`config.mk`:
```
export PLATFORM = sky130hd
export DESIGN_NAME = seq_div
export DESIGN_NICKNAME = d
export VERILOG_FILES = /design/src/rtl/div_pkg.sv /design/src/rtl/div_step.sv /design/src/rtl/seq_div.sv
export SDC_FILE = /design/constraint.sdc
export NUM_CORES = 1
export LEC_CHECK = 0
export ABC_AREA = 1
export CAP_MARGIN = 10
export CORE_MARGIN = 4
export CORE_UTILIZATION = 54
export DETAILED_ROUTE_END_ITERATION = 6
export PLACE_DENSITY = 0.78
export SETUP_SLACK_MARGIN = 0.2
export SLEW_MARGIN = 5
export SYNTH_ARGS = -nofsm -noshare
export SYNTH_HDL_FRONTEND = slang
export SYNTH_SLANG_ARGS = --single-unit
```
`constraint.sdc`:
```
create_clock -name clk -period 1.81 [get_ports clk]
set_clock_uncertainty 0.05 [all_clocks]
set_input_delay 0.362 -clock clk [delete_from_list [all_inputs] [get_ports clk]]
set_output_delay 0.362 -clock clk [all_outputs]
set_load 0.02 [all_outputs]
```
`src/rtl/div_pkg.sv`:
```
// Shared types and constants for the sequential restoring divider.
package div_pkg;

   localparam int DIV_WIDTH_DEFAULT = 8;
   localparam int DIV_CNT_W_DEFAULT = $clog2(DIV_WIDTH_DEFAULT);

   typedef enum logic [1:0] {
      IDLE   = 2'd0,
      CALC   = 2'd1,
      ZERO   = 2'd2,
      FINISH = 2'd3
   } div_state_e;

   // Iteration counter width; never narrower than one bit.
   function automatic int div_cnt_width(input int w);
      return (w < 2) ? 1 : $clog2(w);
   endfunction

endpackage

```
`src/rtl/div_step.sv`:
```
// One combinational restoring-division iteration: shift the partial
// remainder left by one, pulling in the next dividend bit, then subtract
// the divisor if it fits and record a quotient 1.
module div_step import div_pkg::*; #(
   parameter int WIDTH = DIV_WIDTH_DEFAULT
) (
   input  logic [WIDTH-1:0] r_in,
   input  logic [WIDTH-1:0] q_in,
   input  logic [WIDTH-1:0] divisor,
   output logic [WIDTH-1:0] r_out,
   output logic [WIDTH-1:0] q_out
);

   logic [WIDTH:0]   shift_s;
   logic [WIDTH-1:0] diff_s;

   // Shift, compare on WIDTH+1 bits so the compare cannot overflow, restore.
   always_comb begin
      shift_s = {r_in, q_in[WIDTH-1]};
      diff_s  = shift_s[WIDTH-1:0] - divisor;
      q_out   = {q_in[WIDTH-2:0], 1'b0};
      if (shift_s >= {1'b0, divisor}) begin
         r_out    = diff_s;
         q_out[0] = 1'b1;
      end else begin
         r_out    = shift_s[WIDTH-1:0];
      end
   end

endmodule

```
`src/rtl/seq_div.sv`:
```
// Iterative radix-2 restoring divider. WIDTH iterations per request.
// Optional macro SEQ_DIV_SIGNED_EN: two's-complement operands, truncating
// toward zero (sign fixup applied in FINISH, latency unchanged).
module seq_div import div_pkg::*; #(
   parameter int WIDTH = DIV_WIDTH_DEFAULT
) (
   input  logic             clk,
   input  logic             rst_n,
   input  logic             start,
   input  logic [WIDTH-1:0] dividend,
   input  logic [WIDTH-1:0] divisor,
   output logic             busy,
   output logic             done,
   output logic [WIDTH-1:0] quotient,
   output logic [WIDTH-1:0] remainder,
   output logic             div_by_zero
);

   localparam int CNT_W = div_cnt_width(WIDTH);

   div_state_e       state_q, state_d;
   logic [CNT_W-1:0] cnt_q, cnt_d;
   logic [WIDTH-1:0] r_q, r_d;
   logic [WIDTH-1:0] q_q, q_d;
   logic [WIDTH-1:0] dvs_q, dvs_d;
   logic             busy_q, busy_d;
   logic             done_q, done_d;
   logic [WIDTH-1:0] quot_q, quot_d;
   logic [WIDTH-1:0] rem_q, rem_d;
   logic             dbz_q, dbz_d;
   logic [WIDTH-1:0] step_r_s, step_q_s;
`ifdef SEQ_DIV_SIGNED_EN
   logic             qneg_q, qneg_d;
   logic             rneg_q, rneg_d;
`endif

   // Operand magnitude fed to the unsigned core.
   function automatic logic [WIDTH-1:0] mag(input logic [WIDTH-1:0] x);
`ifdef SEQ_DIV_SIGNED_EN
      return x[WIDTH-1] ? (~x + WIDTH'(1)) : x;
`else
      return x;
`endif
   endfunction

   div_step #(.WIDTH(WIDTH)) u_step (
      .r_in    (r_q),
      .q_in    (q_q),
      .divisor (dvs_q),
      .r_out   (step_r_s),
      .q_out   (step_q_s)
   );

   // Next-state, datapath update and result capture.
   always_comb begin
      state_d = state_q;
      cnt_d   = cnt_q;
      r_d     = r_q;
      q_d     = q_q;
      dvs_d   = dvs_q;
      busy_d  = busy_q;
      done_d  = 1'b0;
      quot_d  = quot_q;
      rem_d   = rem_q;
      dbz_d   = dbz_q;
`ifdef SEQ_DIV_SIGNED_EN
      qneg_d  = qneg_q;
      rneg_d  = rneg_q;
`endif
      // busy covers the done cycle, then drops so the next request needs one idle cycle
      if (done_q) begin
         busy_d = 1'b0;
      end else begin
         busy_d = busy_d;
      end
      case (state_q)
         IDLE: begin
            if (start && !busy_q) begin
               busy_d = 1'b1;
               cnt_d  = '0;
               dvs_d  = mag(divisor);
               q_d    = mag(dividend);
               r_d    = '0;
`ifdef SEQ_DIV_SIGNED_EN
               qneg_d = dividend[WIDTH-1] ^ divisor[WIDTH-1];
               rneg_d = dividend[WIDTH-1];
`endif
               if (divisor == '0) begin
                  r_d     = dividend;
                  state_d = ZERO;
               end else begin
                  state_d = CALC;
               end
            end else begin
               state_d = IDLE;
            end
         end
         CALC: begin
            r_d   = step_r_s;
            q_d   = step_q_s;
            cnt_d = cnt_q + CNT_W'(1);
            if (cnt_q == CNT_W'(WIDTH - 1)) begin
               state_d = FINISH;
            end else begin
               state_d = CALC;
            end
         end
         ZERO: begin
            done_d  = 1'b1;
            dbz_d   = 1'b1;
            rem_d   = r_q;
`ifdef SEQ_DIV_SIGNED_EN
            quot_d  = rneg_q ? WIDTH'(1) : {WIDTH{1'b1}};
`else
            quot_d  = {WIDTH{1'b1}};
`endif
            state_d = IDLE;
         end
         FINISH: begin
            done_d  = 1'b1;
            dbz_d   = 1'b0;
`ifdef SEQ_DIV_SIGNED_EN
            quot_d  = qneg_q ? (~q_q + WIDTH'(1)) : q_q;
            rem_d   = rneg_q ? (~r_q + WIDTH'(1)) : r_q;
`else
            quot_d  = q_q;
            rem_d   = r_q;
`endif
            state_d = IDLE;
         end
         default: begin
            state_d = IDLE;
         end
      endcase
   end

   // State and datapath registers; reset aborts any operation in flight.
   always_ff @(posedge clk or negedge rst_n) begin
      if (!rst_n) begin
         state_q <= IDLE;
         cnt_q   <= '0;
         r_q     <= '0;
         q_q     <= '0;
         dvs_q   <= '0;
         busy_q  <= 1'b0;
         done_q  <= 1'b0;
         quot_q  <= '0;
         rem_q   <= '0;
         dbz_q   <= 1'b0;
`ifdef SEQ_DIV_SIGNED_EN
         qneg_q  <= 1'b0;
         rneg_q  <= 1'b0;
`endif
      end else begin
         state_q <= state_d;
         cnt_q   <= cnt_d;
         r_q     <= r_d;
         q_q     <= q_d;
         dvs_q   <= dvs_d;
         busy_q  <= busy_d;
         done_q  <= done_d;
         quot_q  <= quot_d;
         rem_q   <= rem_d;
         dbz_q   <= dbz_d;
`ifdef SEQ_DIV_SIGNED_EN
         qneg_q  <= qneg_d;
         rneg_q  <= rneg_d;
`endif
      end
   end

   assign busy        = busy_q;
   assign done        = done_q;
   assign quotient    = quot_q;
   assign remainder   = rem_q;
   assign div_by_zero = dbz_q;

endmodule

```
# Word-level counts from Yosys, hierarchy flattened
# Index checks and enable logic that the tools add are counted.
# W data, S select, Z words.
totals:
  regBits: 48
  latchBits: 0
  mem_bits_rw: 0
  mem_bits_ro: 0
  input_bits: 19
  output_inout_bits: 19
  wordCells: 46
  mem_count: 0
classes:
  n_addsub: 2
  multipliers: 0
  div_mod_pow: 0
  n_lt_le_gt_ge: 1
  eq_ne: 5
  n_shift: 0
  mux: 19
  bitwise: 0
  reduce_logical: 9
ops:
  columns: ["op", "count"]
  rows:
  - ["$pmux W8 S2", 3]
  - ["$mux W8", 4]
  - ["$ge A9 B8 Y1", 1]
  - ["$logic_not A8 Y1", 1]
  - ["$sub A8 B8 Y8", 1]
  - ["$mux W2", 3]
  - ["$pmux W2 S3", 1]
  - ["$pmux W3 S2", 1]
  - ["$mux W1", 5]
  - ["$eq A2 B2 Y1 const B", 2]
  - ["$reduce_and A2 Y1", 2]
  - ["$reduce_bool A2 Y1", 2]
  - ["$add A3 B1 Y3 const B", 1]
  - ["$eq A3 B3 Y1 const B", 1]
  - ["$mux W3", 1]
  - ["$eq A2 B1 Y1 const B", 1]
  - ["$logic_not A2 Y1", 1]
  - ["$ne A2 B2 Y1 const B", 1]
  - ["$pmux W1 S2", 1]
  - ["$reduce_or A2 Y1", 1]
  - ["$logic_and A1 B1 Y1", 1]
  - ["$logic_not A1 Y1", 1]

# Depth between registers and ports, before layout
# Gate-level depths: netlist (run 1).
logic_depth:
  word_depth: 4
  ltp_mapped: 12

# Hierarchy
# From an unflattened synthesis (run 1), not the netlist that was laid out.
hier_totals:
  hier_cells: 360
  hier_area_um2: 2815.2
by_module_without_submodules:
  columns: ["module", "instances", "cells_per_inst", "area_per_inst_um2"]
  rows:
  - ["seq_div", 1, 244, 2110.8]
  - ["div_step", 1, 116, 704.4]

# Worst setup path after synthesis (run 1)
# Ideal clock, no wire load.
synth_timing:
  kind: "register -> register"
  from: "register q_q[7]"
  to: "register r_q[4]"
  setup_ps: 123
  arrival_time_ps: 1481
  t_required_ps: 1637
  path_slack_ps: 156
  path_stages_with_launch: 11
  n_path_buf: 0
  path_cell_list: "dfrtp_1 inv_1 ha_1 fa_1 inv_1 nand3_1 nand3_1 xnor2_1 nand2_2 nand3_2 a21oi_2"
synth_between:
  elab_chain_cells: 3
synth_lines:
  columns: ["item", "line_no", "text"]
  rows:
  - ["from (decl)", "seq_div.sv:24", "logic [WIDTH-1:0] q_q, q_d;"]
  - ["from (signal assigned)", "seq_div.sv:158", "q_q <= q_d;"]
  - ["$sub A8 B8 Y8 / $ge A9 B8 Y1 (equally long branches)", "div_step.sv:20, div_step.sv:22", null]
  - ["$mux W8 *", "div_step.sv:22", "if (shift_s >= {1'b0, divisor}) begin"]
  - ["$pmux W8 S2 *", "seq_div.sv:76", "case (state_q)"]
  - ["to (signal assigned)", "seq_div.sv:157", "r_q <= r_d;"]
  - ["to (decl)", "seq_div.sv:23", "logic [WIDTH-1:0] r_q, r_d;"]
# Mark *: on every way between the ends. The rest lies on a longest branch, timed or not.
# A chain may end at the register's enable or synchronous reset.

# Worst setup path after layout (run 1)
layout_timing:
  from: "register r_q[4]"
  to: "register r_q[7]"
layout_between:
  elab_chain_cells: 3
layout_lines:
  columns: ["item", "line_no"]
  rows:
  - ["$sub A8 B8 Y8 / $ge A9 B8 Y1 (equally long branches)", "div_step.sv:20, div_step.sv:22"]
  - ["$mux W8 *", "div_step.sv:22"]
  - ["$pmux W8 S2 *", "seq_div.sv:76"]
# Marks and branches as above.

==> impl_results.html, run 1 <==
<table>
<tr><th>Metric</th><th>Value</th></tr>
<tr><th colspan="2">Min path</th></tr>
<tr><td>Worst Hold Class</td><td>reg -&gt; reg</td></tr>
<tr><td>End point of the worst hold path</td><td>busy$_DFF_PN0_</td></tr>
<tr><td>Hold_sp</td><td>done$_DFF_PN0_</td></tr>
<tr><td>Hold path depth</td><td>1</td></tr>
<tr><th colspan="2">Worst setup path</th></tr>
<tr><td>Sort of element at the start of the critical path</td><td>flop</td></tr>
<tr><td>Crit path capture type</td><td>flop</td></tr>
<tr><td>Delay-heaviest family, CP</td><td>simple AND/OR/NAND/NOR gates</td></tr>
<tr><td>Delay of the slowest cell on the worst path</td><td>roughly 0.44 ns</td></tr>
<tr><td>Data arrival time of the worst path</td><td>roughly 1.9 ns</td></tr>
<tr><td>Crit Path Category</td><td>reg -&gt; reg</td></tr>
<tr><td>Cells along the critical path</td><td>ha_4, nand2_2, inv_2, nand3b_4, nor2_4, nor2_8, nand2_8, nand2_2, nand3_2, a21oi_2</td></tr>
<tr><td>Most used cell along the critical path</td><td>sky130_fd_sc_hd__nand2_2</td></tr>
<tr><td>Biggest fanout along the worst timing path</td><td>6</td></tr>
<tr><td>Worst setup path startpoint</td><td>r_q[4]$_DFFE_PN0P_</td></tr>
<tr><td>R2r setup slk</td><td>0.05 ns</td></tr>
<tr><td>Reg2reg path depth</td><td>10</td></tr>
<tr><td>R2R Path Start</td><td>r_q[4]$_DFFE_PN0P_</td></tr>
<tr><td>Reg-to-Reg End</td><td>r_q[7]$_DFFE_PN0P_</td></tr>
<tr><td>CP Buf/Inv Count</td><td>1</td></tr>
<tr><td>Crit-path slowest cell</td><td>sky130_fd_sc_hd__dfrtp_1</td></tr>
<tr><td>Data required time of the critical path</td><td>between 1.5 and 2 ns</td></tr>
<tr><th colspan="2">Die</th></tr>
<tr><td>Die ar.</td><td>roughly 6100 um^2</td></tr>
<tr><td>Io pins</td><td>38</td></tr>
<tr><td>Effective utilization at floorplan</td><td>0.560</td></tr>
<tr><td>Floorplan die width</td><td>~80 um</td></tr>
<tr><td>Die height</td><td>between 70 and 80 um</td></tr>
<tr><td>Std-Cell Rows</td><td>25</td></tr>
<tr><td>Placeable core area</td><td>4750 um^2</td></tr>
<tr><th colspan="2">Timing</th></tr>
<tr><td>Worst slew margin relative to its limit</td><td>0.781</td></tr>
<tr><td>Final number of setup-violating endpoints</td><td>0</td></tr>
<tr><td>Worst Max-Slew Pin Slew</td><td>around 0.33 ns</td></tr>
<tr><td>Maximum achievable frequency</td><td>567 MHz</td></tr>
<tr><td>Unrepaired setup endpoints after global routing</td><td>true</td></tr>
<tr><td>Slack of the critical path</td><td>0.0452 ns</td></tr>
<tr><td>Shortest period the worst path allows</td><td>approximately 1.8 ns</td></tr>
<tr><td>Final clock period utilization by the worst path</td><td>0.975</td></tr>
<tr><td>Fin. Hold Viols</td><td>0</td></tr>
<tr><td>Max-slew violation count</td><td>0</td></tr>
<tr><th colspan="2">Synthesis</th></tr>
<tr><td>Total of flip-flops plus latches after synthesis</td><td>between 40 and 50</td></tr>
<tr><td>Synthesized area divided by synthesized cell count</td><td>8.85 um^2</td></tr>
<tr><td>Number of warning messages in the yosys log</td><td>0</td></tr>
<tr><td>Cell area after synthesis</td><td>around 2700 um^2</td></tr>
<tr><td>Number of instances in the synthesized netlist</td><td>~300</td></tr>
<tr><td>Nets in the synthesized netlist</td><td>~330</td></tr>
<tr><td>Cell variety after synth</td><td>32</td></tr>
<tr><td>Sequential cell area fraction in the yosys report</td><td>0.451</td></tr>
<tr><th colspan="2">Clock network</th></tr>
<tr><td>Clock tree from TritonCTS</td><td>built</td></tr>
<tr><td>Number of buffers created by CTS</td><td>5</td></tr>
<tr><td>Insertion delay of the later-clocked pin in the worst-skew pair</td><td>~0.3 ns</td></tr>
<tr><td>Clock transition at the registers of the reported paths</td><td>0.09 ns</td></tr>
<tr><td>Clk buf depth</td><td>2</td></tr>
<tr><td>H-tree levels</td><td>2</td></tr>
<tr><td>CTS sink count</td><td>48</td></tr>
<tr><td>Cell chosen for the clock root</td><td>sky130_fd_sc_hd__clkbuf_8</td></tr>
<tr><th colspan="2">Detailed routing</th></tr>
<tr><td>Routed Wire Length</td><td>approximately 6400 um</td></tr>
<tr><td>First drt pass iteration count</td><td>4</td></tr>
<tr><td>Remaining number of nets flagged by the antenna check after routing</td><td>0</td></tr>
<tr><td>Via total after detailed routing</td><td>around 2,300</td></tr>
<tr><td>Avg WL per Cell</td><td>~15 um</td></tr>
<tr><td>Starting DRC count in detailed routing</td><td>208</td></tr>
<tr><td>Vias/cell</td><td>between 5 and 6</td></tr>
<tr><td>Number of design rule violations left after detail routing</td><td>0</td></tr>
<tr><th colspan="2">Global route</th></tr>
<tr><td>Antenna violations before repair</td><td>0</td></tr>
<tr><td>Number of global-route vias before repair</td><td>2,312</td></tr>
<tr><td>Largest net degree at the start of global routing</td><td>roughly 50</td></tr>
<tr><td>Global-route wire length before repair</td><td>between 10,000 and 15,000 um</td></tr>
<tr><td>Aggregate global routing overflow</td><td>0</td></tr>
<tr><td>GRT Total Usage</td><td>0.225</td></tr>
<tr><th colspan="2">Layout</th></tr>
<tr><td>Highest-count cells in the layout ignoring fill and taps</td><td>sky130_fd_sc_hd__nand2_1 (62), sky130_fd_sc_hd__dfrtp_1 (46), sky130_fd_sc_hd__nand3_1 (28), sky130_fd_sc_hd__inv_1 (22), sky130_fd_sc_hd__buf_4 (22)</td></tr>
<tr><td>Most common library cell in the layout ignoring fill and taps</td><td>sky130_fd_sc_hd__nand2_1</td></tr>
<tr><td>Layout cell share with drive strength beyond 1</td><td>0.275</td></tr>
<tr><td>Diodes inserted</td><td>0</td></tr>
<tr><td>Final nets</td><td>a little under 400</td></tr>
<tr><td>Area of all sequential standard cells</td><td>~1200 um^2</td></tr>
<tr><td>Area overhead of the layout relative to synthesis</td><td>32.8%</td></tr>
<tr><td>Area of the multi-input gates</td><td>about 1400 um^2</td></tr>
<tr><td>Number of inserted filler cells in the final layout</td><td>about 350</td></tr>
<tr><th colspan="2">Placement</th></tr>
<tr><td>Count of input and output buffers</td><td>37</td></tr>
<tr><td>Pre-CTS setup slack</td><td>-0.00143 ns</td></tr>
<tr><td>HPWL after detailed placement</td><td>4320 um</td></tr>
<tr><td>Weighted congestion at the end of routability-driven global placement</td><td>0.963</td></tr>
<tr><th colspan="2">Run status</th></tr>
<tr><td>Result of the run</td><td>finished clean</td></tr>
<tr><th colspan="2">Job</th></tr>
<tr><td>Max-cap viol count</td><td>0</td></tr>
</table>
-- metrics by stage --
step                area (um^2)  hold slack, ns   util  instances  TNS [ns]
floorplan                  2670          0.0164      -        301         0
global placement           3140           0.311  0.661        405         0
detailed placement         3140           0.312  0.661        405  -0.00143
CTS                        3500           0.405  0.737        427         0
global route               3540           0.423  0.744        430   -0.0852
finish                     3540           0.394  0.744        430         0
-- cells by family (layout without fill, tap and decap cells) --
kind of cell / Yosys count / after routing / share of synthesized area
and+or+nand+nor: 148 / 151 / 0.293
DFF: 48 / 48 / 0.451
AOI/OAI and AO/OA: 47 / 47 / 0.118
buffers and inverters: 44 / 103 / 0.0733
adders and majority gates: 11 / 11 / 0.0545
xor gates and xnor gates: 3 / 3 / 0.00987
-- worst max-delay path by stage --
stage	end	slack, ns	depth (start not counted)
2_1_floorplan	r_q[4]$_DFFE_PN0P_	0.20	10
3_3_place_gp	r_q[1]$_DFFE_PN0P_	0.02	10
3_5_place_dp	r_q[2]$_DFFE_PN0P_	-0.001	10
4_1_cts	r_q[7]$_DFFE_PN0P_	0.1	8
5_1_grt	r_q[7]$_DFFE_PN0P_	-0.04	8
6_report	r_q[7]$_DFFE_PN0P_	0.05	10
-- registers in the layout, summed over array words and instances, names as in the netlist --
name,flops
busy,1
cnt_q,3
div_by_zero,1
done,1
dvs_q,8
q_q,8
quotient,8
r_q,8
remainder,8
state_q,2
-- layout make-up --
cell class,count,area share
multi-input combinational,212,0.409
sequential,48,0.340
timing repair buffer,62,0.155
inverter,34,0.0361
tap,67,0.0237
clock buffer,5,0.0194
clock inverter,2,0.0170
-- metal layers --
metal	wire length (um)	GRT usage	vias up
met2	3080	0.361	85
met3	441	0.0390	18
li1	-	-	1122
met1	2700	0.303	1116
met5	0	0	-
met4	210	0.0927	0
-- Yosys cell counts --
| master | instances | area share |
|---|---|---|
| sky130_fd_sc_hd__a21oi_1 | 4 | 0.0075 |
| sky130_fd_sc_hd__a21oi_2 | 8 | 0.026 |
| sky130_fd_sc_hd__a22o_1 | 3 | 0.0099 |
| sky130_fd_sc_hd__a31oi_1 | 8 | 0.019 |
| sky130_fd_sc_hd__buf_2 | 3 | 0.0056 |
| sky130_fd_sc_hd__buf_4 | 1 | 0.0028 |
| sky130_fd_sc_hd__buf_6 | 3 | 0.013 |
| sky130_fd_sc_hd__clkbuf_1 | 3 | 0.0042 |
| sky130_fd_sc_hd__dfrtp_1 | 48 | 0.45 |
| sky130_fd_sc_hd__fa_1 | 1 | 0.0075 |
| sky130_fd_sc_hd__ha_1 | 10 | 0.047 |
| sky130_fd_sc_hd__inv_1 | 29 | 0.041 |
| sky130_fd_sc_hd__inv_2 | 5 | 0.0070 |
| sky130_fd_sc_hd__nand2_1 | 67 | 0.094 |
| sky130_fd_sc_hd__nand2_2 | 10 | 0.023 |
| sky130_fd_sc_hd__nand2_4 | 1 | 0.0042 |
| sky130_fd_sc_hd__nand2_8 | 1 | 0.0075 |
| sky130_fd_sc_hd__nand3_1 | 28 | 0.053 |
| sky130_fd_sc_hd__nand3_2 | 10 | 0.038 |
| sky130_fd_sc_hd__nand3b_1 | 1 | 0.0028 |
| sky130_fd_sc_hd__nand3b_4 | 1 | 0.0075 |
| sky130_fd_sc_hd__nand4_1 | 2 | 0.0047 |
| sky130_fd_sc_hd__nor2_1 | 22 | 0.031 |
| sky130_fd_sc_hd__nor2_4 | 2 | 0.0085 |
| sky130_fd_sc_hd__nor2_8 | 2 | 0.015 |
| sky130_fd_sc_hd__nor3_2 | 1 | 0.0038 |
| sky130_fd_sc_hd__o211ai_1 | 1 | 0.0028 |
| sky130_fd_sc_hd__o21ai_0 | 15 | 0.028 |
| sky130_fd_sc_hd__o21ai_1 | 1 | 0.0019 |
| sky130_fd_sc_hd__o22a_1 | 7 | 0.023 |
| sky130_fd_sc_hd__xnor2_1 | 2 | 0.0066 |
| sky130_fd_sc_hd__xor2_1 | 1 | 0.0033 |
-- worst reg2reg max path, delay by kind of cell, from the launching register on --
| family | cells | cell delay (ns) |
|---|---|---|
| and+or+nand+nor | 7 | 0.70 |
| adders and majority gates | 1 | 0.32 |
| DFF | 1 | 0.44 |
| buffers and inverters | 1 | 0.08 |
| AOI/OAI and AO/OA | 1 | 0.05 |
-- repair_timing --
| item | in CTS | in global routing |
|---|---|---|
| setup endpoints to repair | 28 | 12 |
| buffers inserted | 11 | 3 |
| hold buffers | 1 | 0 |
| hold endpoints to repair | 39 | 0 |
| pin swaps | 12 | 8 |
| cloned | 3 | 0 |
| gates resized for setup | 43 | 6 |
Power of run 1 is left out: the tool's default activity adds up to more than one toggle a clock period on the data nets, which glitch-free logic cannot reach.
==> inputs of run 2 (changes only) <==
Settings changed: SLEW_MARGIN 5 to default.
==> results of run 2 <==
The final DEF is identical to that of run 1; final timing and power are the same.
Power of run 2 is left out for the same reason.
